$ cat config.mk
export PLATFORM = sky130hd
export DESIGN_NAME = mole_game_ctrl
export DESIGN_NICKNAME = d
export VERILOG_FILES = /design/src/rtl/mole_game_ctrl.sv
export SDC_FILE = /design/constraint.sdc
export NUM_CORES = 1
export LEC_CHECK = 0
export ABC_AREA = 0
export BUFFER_PORTS_ARGS = -buffer_cell sky130_fd_sc_hd__buf_2
export CORE_MARGIN = 5
export CORE_UTILIZATION = 55
export CTS_BUF_LIST = sky130_fd_sc_hd__clkbuf_8
export DETAILED_ROUTE_END_ITERATION = 12
export GPL_ROUTABILITY_DRIVEN = 0
export PLACE_DENSITY = 0.76
export SLEW_MARGIN = 25
export SYNTH_ARGS = -nofsm -noshare
export SYNTH_HDL_FRONTEND = slang
export SYNTH_SLANG_ARGS = --single-unit
$ cat constraint.sdc
create_clock -name clk -period 2.2 [get_ports clk]
set_clock_uncertainty 0.1 [all_clocks]
set_input_delay 0.11 -clock clk [delete_from_list [all_inputs] [get_ports clk]]
set_output_delay 0.11 -clock clk [all_outputs]
set_load 0.1 [all_outputs]
$ cat src/rtl/mole_game_ctrl.sv
// Whack-a-mole sequencer: picks the lit block, times its window, scores hits.
// In: clk, reset (sync, active-low), start, btn[3:0]. Out: mole..mole4,
// score[7:0], lives[1:0], hit_pulse, miss_pulse, game_over.
module mole_game_ctrl #(
  parameter int TICK_DIV  = 100000,
  parameter int UP_MS     = 1000,
  parameter int MIN_UP_MS = 300,
  parameter int STEP_MS   = 100,
  parameter int GAP_MS    = 400,
  parameter int LIVES     = 3
) (
  input  logic       clk,
  input  logic       reset,
  input  logic       start,
  input  logic [3:0] btn,
  output logic       mole,
  output logic       mole2,
  output logic       mole3,
  output logic       mole4,
  output logic [7:0] score,
  output logic [1:0] lives,
  output logic       hit_pulse,
  output logic       miss_pulse,
  output logic       game_over
);

  localparam int TW = (TICK_DIV > 1) ? $clog2(TICK_DIV) : 1;
  localparam logic [TW-1:0] TICK_MAX = TW'(TICK_DIV - 1);
  localparam logic [TW-1:0] TICK_ONE = TW'(1);
  localparam logic [15:0] GAP_END = 16'(GAP_MS - 1);
  localparam logic [15:0] UP_INIT = 16'(UP_MS);
  localparam logic [15:0] UP_MIN  = 16'(MIN_UP_MS);
  localparam logic [15:0] UP_STEP = 16'(STEP_MS);
  localparam logic [1:0]  LIVES_INIT = 2'(LIVES);

  typedef enum logic [2:0] {
    S_IDLE,
    S_GAP,
    S_UP,
    S_HIT,
    S_MISS,
    S_OVER
  } state_t;

  state_t state, state_n;

  logic          start_c, start_p;
  logic [3:0]    btn_c, btn_p;
  logic [TW-1:0] tick_cnt;
  logic [15:0]   ms_cnt;
  logic [15:0]   up_ms;
  logic [15:0]   up_dec;
  logic [7:0]    lfsr;
  logic [7:0]    score_q;
  logic [1:0]    lives_q;
  // idx is the block shown last; it doubles as prev_idx.
  logic [1:0]    idx;
  logic [1:0]    cand;
  logic [1:0]    pick;
  logic [3:0]    idx_oh;
  logic [3:0]    btn_rise;
  logic [3:0]    mole_q;
  logic          hit_q, miss_q;
  logic          ms_tick, start_rise, lfsr_fb;
  logic          hit_now, wrong_now, timeout;

  assign ms_tick    = (tick_cnt == TICK_MAX);
  assign start_rise = start_c & ~start_p;
  assign btn_rise   = btn_c & ~btn_p;
  assign idx_oh     = 4'b0001 << idx;
  assign hit_now    = |(btn_rise & idx_oh);
  assign wrong_now  = |(btn_rise & ~idx_oh);
  assign timeout    = ms_tick && (ms_cnt == up_ms - 16'd1);
  assign lfsr_fb    = lfsr[7] ^ lfsr[5] ^ lfsr[4] ^ lfsr[3];
  assign cand       = lfsr[1:0];
  assign pick       = (cand == idx) ? cand + 2'd1 : cand;

  // Clamp first so the subtraction can never wrap.
  assign up_dec = (up_ms >= UP_MIN + UP_STEP) ?
                  up_ms - UP_STEP : UP_MIN;

  always_comb begin
    state_n = state;
    unique case (state)
      S_IDLE: if (start_rise) state_n = S_GAP;
      S_GAP:  if (ms_tick && ms_cnt == GAP_END)
                state_n = S_UP;
      S_UP: begin
        if (hit_now)        state_n = S_HIT;
        else if (wrong_now) state_n = S_MISS;
        else if (timeout)   state_n = S_MISS;
      end
      S_HIT:  state_n = S_GAP;
      S_MISS: state_n = (lives_q == 2'd0) ? S_OVER : S_GAP;
      S_OVER: if (start_rise) state_n = S_GAP;
      default: state_n = S_IDLE;
    endcase
  end

  always_ff @(posedge clk) begin
    if (!reset) begin
      state    <= S_IDLE;
      start_c  <= 1'b0;
      start_p  <= 1'b0;
      btn_c    <= 4'b0;
      btn_p    <= 4'b0;
      tick_cnt <= '0;
      ms_cnt   <= 16'd0;
      up_ms    <= UP_INIT;
      lfsr     <= 8'hA5;
      score_q  <= 8'd0;
      lives_q  <= LIVES_INIT;
      idx      <= 2'd0;
      mole_q   <= 4'b0;
      hit_q    <= 1'b0;
      miss_q   <= 1'b0;
    end else begin
      start_c  <= start;
      start_p  <= start_c;
      btn_c    <= btn;
      btn_p    <= btn_c;
      lfsr     <= {lfsr[6:0], lfsr_fb};
      tick_cnt <= ms_tick ? '0 : tick_cnt + TICK_ONE;
      state    <= state_n;

      if (state_n != state)
        ms_cnt <= 16'd0;
      else if (ms_tick)
        ms_cnt <= ms_cnt + 16'd1;

      // Registered from the current state: lights one
      // cycle after UP entry, drops one cycle after exit.
      mole_q <= (state == S_UP) ? idx_oh : 4'b0;
      hit_q  <= 1'b0;
      miss_q <= 1'b0;

      if (state == S_GAP && state_n == S_UP)
        idx <= pick;

      if (state == S_UP && state_n == S_HIT) begin
        hit_q <= 1'b1;
        if (score_q != 8'hFF)
          score_q <= score_q + 8'd1;
      end

      if (state == S_UP && state_n == S_MISS) begin
        miss_q <= 1'b1;
        if (lives_q != 2'd0)
          lives_q <= lives_q - 2'd1;
      end

      if (state == S_HIT && score_q[1:0] == 2'b00)
        up_ms <= up_dec;

      if (state == S_OVER && state_n == S_GAP) begin
        score_q <= 8'd0;
        lives_q <= LIVES_INIT;
        up_ms   <= UP_INIT;
      end
    end
  end

  assign mole       = mole_q[0];
  assign mole2      = mole_q[1];
  assign mole3      = mole_q[2];
  assign mole4      = mole_q[3];
  assign score      = score_q;
  assign lives      = lives_q;
  assign hit_pulse  = hit_q;
  assign miss_pulse = miss_q;
  assign game_over  = (state == S_OVER);

endmodule

==> metrics.md, run 1 <==
| Metric | Value |
|---|---|
| Slew margin rel. | `0.660` |
| Largest stage delay on the critical path | `0.49 ns` |
| Clk pwr share | `0.436` |
| Status | `complete, but fails checks` |
| Slack of the critical path | `-0.125 ns` |
| CTS clock-pin slew for the worst setup and hold paths | `0.09 ns` |
| Ys async rst share | `0` |
| Share of post-route cells with drive strength above 1 | `0.333` |
| Antenna violations before repair | `0` |
| Rows | `32` |
| Ys flop type | `dfxtp_1` |
| Violated checks | `negative setup slack` |
| Synth Area per Inst | `8.82 µm²` |
| Most common cell after layout, fill and taps aside | `buf_4` |
| Worst setup SP type | `flip-flop` |
| Final slew viol count | `0` |
| Vias per cell | `between 5 and 6` |
| DP Area | `between 0.005 and 0.006 mm²` |
| Overall power | `3.15 mW` |
| Delay-heaviest family, CP | `simple AND/OR/NAND/NOR gates` |
| H-tree depth | `3` |
| Min Clock Period, post-route | `approximately 2.3 ns` |
| First drt pass iteration count | `5` |
| Syn Inst Count | `between 400 and 500` |
| Post-Layout Cell Count | `a little under 700` |
| PD cells | `approximately 550 mW/mm²` |
| Hold Vio Cnt, Final | `0` |
| Detailed Route WL | `around 12,000 µm` |
| Drt drc | `0` |
| Placed insts | `approximately 660` |
| ANT cells | `0` |
| DR vias | `a little over 4,000` |
| Comb pwr share | `0.054` |
| Sequential share of power | `0.509` |
| WHS Path Cells | `3` |
| Sw frac | `0.232` |
| Synthesis Warnings | `0` |
| First-pass GRT wire length | `~18,000 µm` |
| Crit-path max FO | `8` |
| R2R cell count | `6` |
| Die width | `slightly below 100 µm` |
| DR WL/cell | `between 15 and 20 µm` |
| Post-Syn Area | `0.00439 mm²` |
| Final net count | `600` |
| Worst path slowest cell | `a221o_2` |
| Clk buf depth | `2` |
| # fillers | `511` |
| Core area | `about 0.0077 mm²` |
| Post-route ant nets | `0` |
| Post-DP HPWL | `7180 µm` |
| Buffers on Ports | `23` |
| Worst path buffer plus inverter count | `0` |
| Placement Setup Slack | `-0.135 ns` |
| Total of max-cap violations | `0` |
| TritonCTS buffer count | `9` |
| Die area | `0.00986 mm²` |
| Sequential share of the synthesized area | `0.393` |
| Area Overhead vs Synth | `30.3%` |
| Levels on crit path | `6` |
| Root buffer cell | `clkbuf_8` |
| Vias in the first global route | `between 3,000 and 4,000` |
| RSZ-0062 raised after global routing | `true` |
| Initial Utilization | `0.568` |
| Final Cell Area | `0.00571 mm²` |
| HP Class | `input pin to flip-flop` |
| Sum of negative setup slack | `-1.79 ns` |
| CTS tree | `done` |
| Net Sw Power | `between 700 and 800 µW` |
| Setup violations, final | `19` |
| Critical path, cell by cell | `and2b_1, a31oi_1, mux4_2, or3_4, a221o_2, nor3_2` |
| Internal power | `around 2.4 mW` |
| Global route overflow | `0` |
| Post-synth cell types | `just under 60` |
| Most frequent cells in the layout | `buf_4 (71), dfxtp_1 (66), nor2_1 (42), xor2_1 (39), nand2_1 (37)` |
| Largest net degree at the start of global routing | `27` |
| Setup crit end kind | `flip-flop` |
| Kind of critical path | `flip-flop to flip-flop` |
| Die Span Y | `between 90 and 100 µm` |
| Clk Latency, worst-skew pair | `roughly 0.37 ns` |
| Least-Margin Pin Slew | `about 0.51 ns` |
| Upper clock frequency limit | `between 0.4 and 0.5 GHz` |
| Critical Path RT | `approximately 2.4 ns` |
| I/O Pins | `24` |
| Clk sinks | `86` |
| Drt first-iter violations | `~310` |
| Yosys reg bits | `86` |
| Peak supply drop | `between 500 and 600 µV` |
| Post-Synthesis Net Count | `roughly 510` |
| Number of enable flip-flop cells after synthesis | `0` |
| GRT Total Usage | `0.216` |
| Final period utilization | `1.06` |
| Static leakage | `between 2 and 2.5 nW` |
| Crit path arrival time | `2.52 ns` |
-- cells by family after synthesis --
logic type,Yosys count,synth area share
buf+inv,37,0.0371
flops,86,0.393
mux,7,0.0228
simple gates,237,0.308
compound gates,61,0.0962
fa+ha+maj,7,0.0200
xor+xnor,62,0.124
-- cells in the mapped netlist (3+ instances only) --
cell type	count	area, µm²
dfxtp_1	86	1720
nor2_1	43	161
xor2_1	40	350
nand2_1	38	143
nand3_1	24	120
xnor2_1	22	193
clkbuf_1	18	67.6
nor3_1	18	90.1
and2_1	17	106
and3_1	16	100
a21oi_1	13	65.1
inv_1	12	45.0
nand2b_1	12	75.1
nor3_2	11	110
nand4_1	10	62.6
nor4_1	9	56.3
o21ai_0	9	45.0
and4_1	8	70.1
ha_1	7	87.6
or3_1	6	37.5
o31ai_1	5	37.5
a31oi_1	4	25.0
and2b_1	4	30.0
buf_2	4	20.0
mux2i_1	4	40.0
nor2b_1	4	25.0
nor3b_1	4	30.0
o21a_1	4	30.0
a2111oi_0	3	26.3
a211oi_1	3	22.5
o311ai_0	3	26.3
-- tightest hold or removal path: stages --
cell and delay (ns):
buf_2 0.10, inv_1 0.11, nor2_1 0.12
-- worst paths after layout --
check / start / endpoint / slack (ns)
max: btn_p[1] / ms_cnt[6] / -0.12
min: reset / idx[0] / 0.01
max reg2reg: btn_p[1] / ms_cnt[6] / -0.12
min reg2reg: lfsr[6] / lfsr[7] / 0.33
-- state kept, by name, summed over array words and instances, names as in the netlist --
register / flops
ms_cnt: 16
start_p: 1
btn_c: 4
hit_pulse: 1
tick_cnt: 17
lfsr: 8
start_c: 1
state: 3
up_ms: 14
score: 8
lives: 2
miss_pulse: 1
btn_p: 4
idx: 2
mole_q: 4
-- metrics by stage --
step / hold WS [ns] / utilization
finish: 0.00965 / 0.739
global route: 0.0439 / 0.739
CTS: 0.00563 / 0.701
detailed placement: 0.227 / 0.648
global placement: 0.216 / 0.648
floorplan: 0.137 / -
-- power by group through the flow --
stage | Combinational (mW) | Sequential, mW | Clock, mW
floorplan | 0.0998 | 1.63 | 0
global placement | 0.132 | 1.64 | 0
detailed placement | 0.136 | 1.64 | 0
CTS | 0.157 | 1.60 | 1.38
global route | 0.185 | 1.61 | 1.45
finish | 0.171 | 1.60 | 1.37
-- routing by layer --
metal  vias to the layer above  share of wire  GRT usage
met5                         -              0          0
met2                       143           0.51      0.371
li1                       1945              -          -
met4                         0          0.026      0.102
met1                      1921           0.41      0.265
met3                        36          0.052     0.0316
-- timing repair --
action                     4_1_cts  5_1_grt
pin swaps                       13       16
hold endpoints to repair         5        0
setup buffers                    3       11
cloned                           1        1
gates resized for setup         21       48
hold buffers                     5        0
setup endpoints to repair       22       29
-- area by class of cell --
cell class                 instances  area, µm²  share of cell area
clock buffer                       9        124              0.0217
clock inverter                     7        121              0.0212
inverter                          12       47.5             0.00832
multi-input combinational        375       2790               0.488
sequential                        86       1750               0.307
tap                              102        128              0.0223
timing repair buffer             102        754               0.132
Power figures use the tool's default switching activity.
==> inputs of run 2 (changes only) <==
SETUP_SLACK_MARGIN = 0.02   (was unset)
==> run 2 against run 1 <==
  * The run ends with negative hold slack, negative setup slack left
  * Via count fell by 0.54%
  * Die area did not move
  * Combinational power fell by 2%
  * Final cell count fell by 0.29%
  * Final area fell by 1.7%
  * Sequential share of layout area rose by 0.39 points
  * Utilization fell by 1.2 points
  * Power fell by 0.55%
  * First-iteration DRC count fell by 7.8%
  * Flip-flop and latch count did not move
  * Critical endpoint is now ms_cnt[0]
==> metrics.md, run 2 (same netlist as run 1, synthesis figures left out) <==
| Metric | Value |
|---|---|
| Area Overhead vs Synth | `28.1%` |
| First drt pass iteration count | `5 (unchanged)` |
| Vias in the first global route | `3,788 (+0.053%)` |
| Final net count | `598 (-0.33%)` |
| DR vias | `4,023 (-0.54%)` |
| Root buffer cell | `clkbuf_8` |
| Worst path buffer plus inverter count | `4 (+4)` |
| Setup crit end kind | `flip-flop` |
| Drt first-iter violations | `282 (-7.8%)` |
| Reg area | `0.00174 mm² (-0.43%)` |
| # fillers | `541 (+5.9%)` |
| Final slew viol count | `0 (unchanged)` |
| DR WL/cell | `16.1 µm (-3.8%)` |
| CTS tree | `done` |
| R2R cell count | `11 (+5)` |
| Least-Margin Pin Slew | `0.723 ns (+0.214 ns)` |
| Post-Layout Cell Count | `691 (-0.29%)` |
| Area of the multi-input gates | `0.00272 mm² (-2.5%)` |
| Initial Utilization | `0.568 (unchanged)` |
| Rows | `32 (unchanged)` |
| Min Clock Period, post-route | `2.35 ns (+0.0257 ns)` |
| Critical path, cell by cell | `inv_4, ha_4, buf_4, buf_4, xor2_1, nand3_1, o31ai_1, o2111a_2, and4_4, clkbuf_16, nor3_2` |
| H-tree depth | `3 (unchanged)` |
| TritonCTS buffer count | `9 (unchanged)` |
| Clk buf depth | `2 (unchanged)` |
| ANT cells | `0 (unchanged)` |
| Crit-path max FO | `8 (unchanged)` |
| Clk Latency, worst-skew pair | `0.36 ns (about the same)` |
| Clk sinks | `86 (unchanged)` |
| Vias per cell | `5.82 (-0.26%)` |
| Final period utilization | `1.07 (+0.0117)` |
| Status | `complete, but fails checks` |
| GRT Total Usage | `0.216 (about the same)` |
| First-pass GRT wire length | `17,500 µm (about the same)` |
| PD cells | `558 mW/mm² (+1.2%)` |
| Number of flip-flops in the largest register | `17 (unchanged)` |
| I/O Pins | `24 (unchanged)` |
| R2R Path End | `ms_cnt[0]` |
| Largest regs | `tick_cnt (17), ms_cnt (16), up_ms (14)` |
| Die area | `0.00986 mm² (unchanged)` |
| Upper clock frequency limit | `0.425 GHz (-1.1%)` |
| RR Startpoint | `up_ms[3]` |
| Die width | `99.3 µm (unchanged)` |
| Worst path slowest cell | `dfxtp_4` |
| Peak supply drop | `518 µV (-0.79%)` |
| Biggest register | `tick_cnt` |
| HP Class | `input pin to flip-flop` |
| Violated checks | `negative hold slack, negative setup slack` |
| Kind of critical path | `flip-flop to flip-flop` |
| Post-DP HPWL | `7180 µm (unchanged)` |
| Most frequent CP cell | `buf_4` |
| Worst setup SP type | `flip-flop` |
| Largest net degree at the start of global routing | `27 (unchanged)` |
| WHS Path Cells | `3 (unchanged)` |
| Most frequent cells in the layout | `dfxtp_1 (70), buf_4 (70), nor2_1 (42), xor2_1 (40), nand2_1 (37)` |
| Hold Path End | `idx[0]` |
| Hold slack final | `-0.000972 ns (-0.0106 ns)` |
| Static leakage | `2.28 nW (-0.91%)` |
| Critical Path RT | `2.35 ns (-0.05 ns)` |
| Die Span Y | `99.3 µm (unchanged)` |
| R2r setup slk | `-0.15 ns (-0.03 ns)` |
| CTS clock-pin slew for the worst setup and hold paths | `0.09 ns (about the same)` |
| Share of post-route cells with drive strength above 1 | `0.312 (-0.0209)` |
| Largest stage delay on the critical path | `0.38 ns (-0.11 ns)` |
| Buffers on Ports | `23 (unchanged)` |
| Antenna violations before repair | `0 (unchanged)` |
| Slew margin rel. | `0.515 (-0.146)` |
| Post-route ant nets | `0 (unchanged)` |
| Crit path arrival time | `2.50 ns (-0.02 ns)` |
| Total of max-cap violations | `0 (unchanged)` |
| Placed insts | `656 (unchanged)` |
| Core area | `0.00773 mm² (unchanged)` |
| Drt drc | `0 (unchanged)` |
| Delay-heaviest family, CP | `simple AND/OR/NAND/NOR gates` |
| Setup violations, final | `20 (+1)` |
| Slack of the critical path | `-0.151 ns (-0.0257 ns)` |
| Detailed Route WL | `11,200 µm (-4.1%)` |
| Min-delay src | `reset` |
| Global route overflow | `0 (unchanged)` |
| RSZ-0062 raised after global routing | `true` |
| Final core utilization | `0.727 (-0.0125)` |
| Hold Vio Cnt, Final | `1 (+1)` |
run 2: cell count changes in the layout (fill, tap and decap cells not counted), sizes merged:
cell / delta
buf: -2
run 2: cell type report:
| cell class | instances | area share |
|---|---|---|
| Sequential cell | 86 | 0.311 |
| Multi-Input combinational cell | 375 | 0.484 |
| Clock inverter | 7 | 0.0216 |
| Inverter | 12 | 0.00847 |
| Timing Repair Buffer | 100 | 0.131 |
| Tap cell | 102 | 0.0227 |
| Clock buffer | 9 | 0.0221 |
run 2: per-layer routing:
metal	up-vias	routed length, µm	GRT usage
met5	-	0	0
li1	1941	-	-
met4	0	346	0.102
met3	38	477	0.0302
met2	128	5590	0.371
met1	1916	4740	0.265
run 2: worst max path at each step:
stage             start         end  slack (ns)  depth (start not counted)
3_5_place_dp   btn_p[1]  ms_cnt[15]       -0.14                          7
5_1_grt        up_ms[3]   ms_cnt[6]       -0.23                         11
6_report       up_ms[3]   ms_cnt[0]       -0.15                         11
3_3_place_gp   btn_p[3]  ms_cnt[15]       -0.06                          7
4_1_cts        btn_p[1]  ms_cnt[11]       -0.10                          6
2_1_floorplan  btn_p[3]  ms_cnt[12]       -0.06                          7
run 2: metrics by stage:
step	cell area, µm²	setup TNS (ns)	power [mW]	setup WS (ns)	hold WS, ns
after floorplan	4440	-0.209	1.73	-0.0569	0.137
after global placement	5000	-0.750	1.77	-0.0565	0.216
after detailed placement	5000	-2.18	1.77	-0.135	0.227
after CTS	5430	-0.956	3.14	-0.102	0.00563
after global routing	5620	-4.09	3.23	-0.234	0.0384
final	5620	-2.46	3.13	-0.151	-0.000972
run 2: tightest hold or removal path: cells and delay by family:
kind          cells  cell delay [ns]
buf+inv           2             0.19
simple gates      1             0.12
run 2: repair_timing:
item,in CTS,in global routing
hold endpoints to repair,5,0
pin swaps,13,8
setup endpoints to repair,22,33
hold buffers,5,0
gates cloned,1,1
buffers inserted,3,9
resized for setup,25,27
run 2: power by group:
part | switching (mW) | internal (mW) | leakage, nW | total (mW)
clock network | 0.598 | 0.762 | 0.123 | 1.36
logic | 0.0914 | 0.0752 | 1.45 | 0.167
registers | 0.0212 | 1.58 | 0.704 | 1.60
total | 0.711 | 2.42 | 2.28 | 3.13
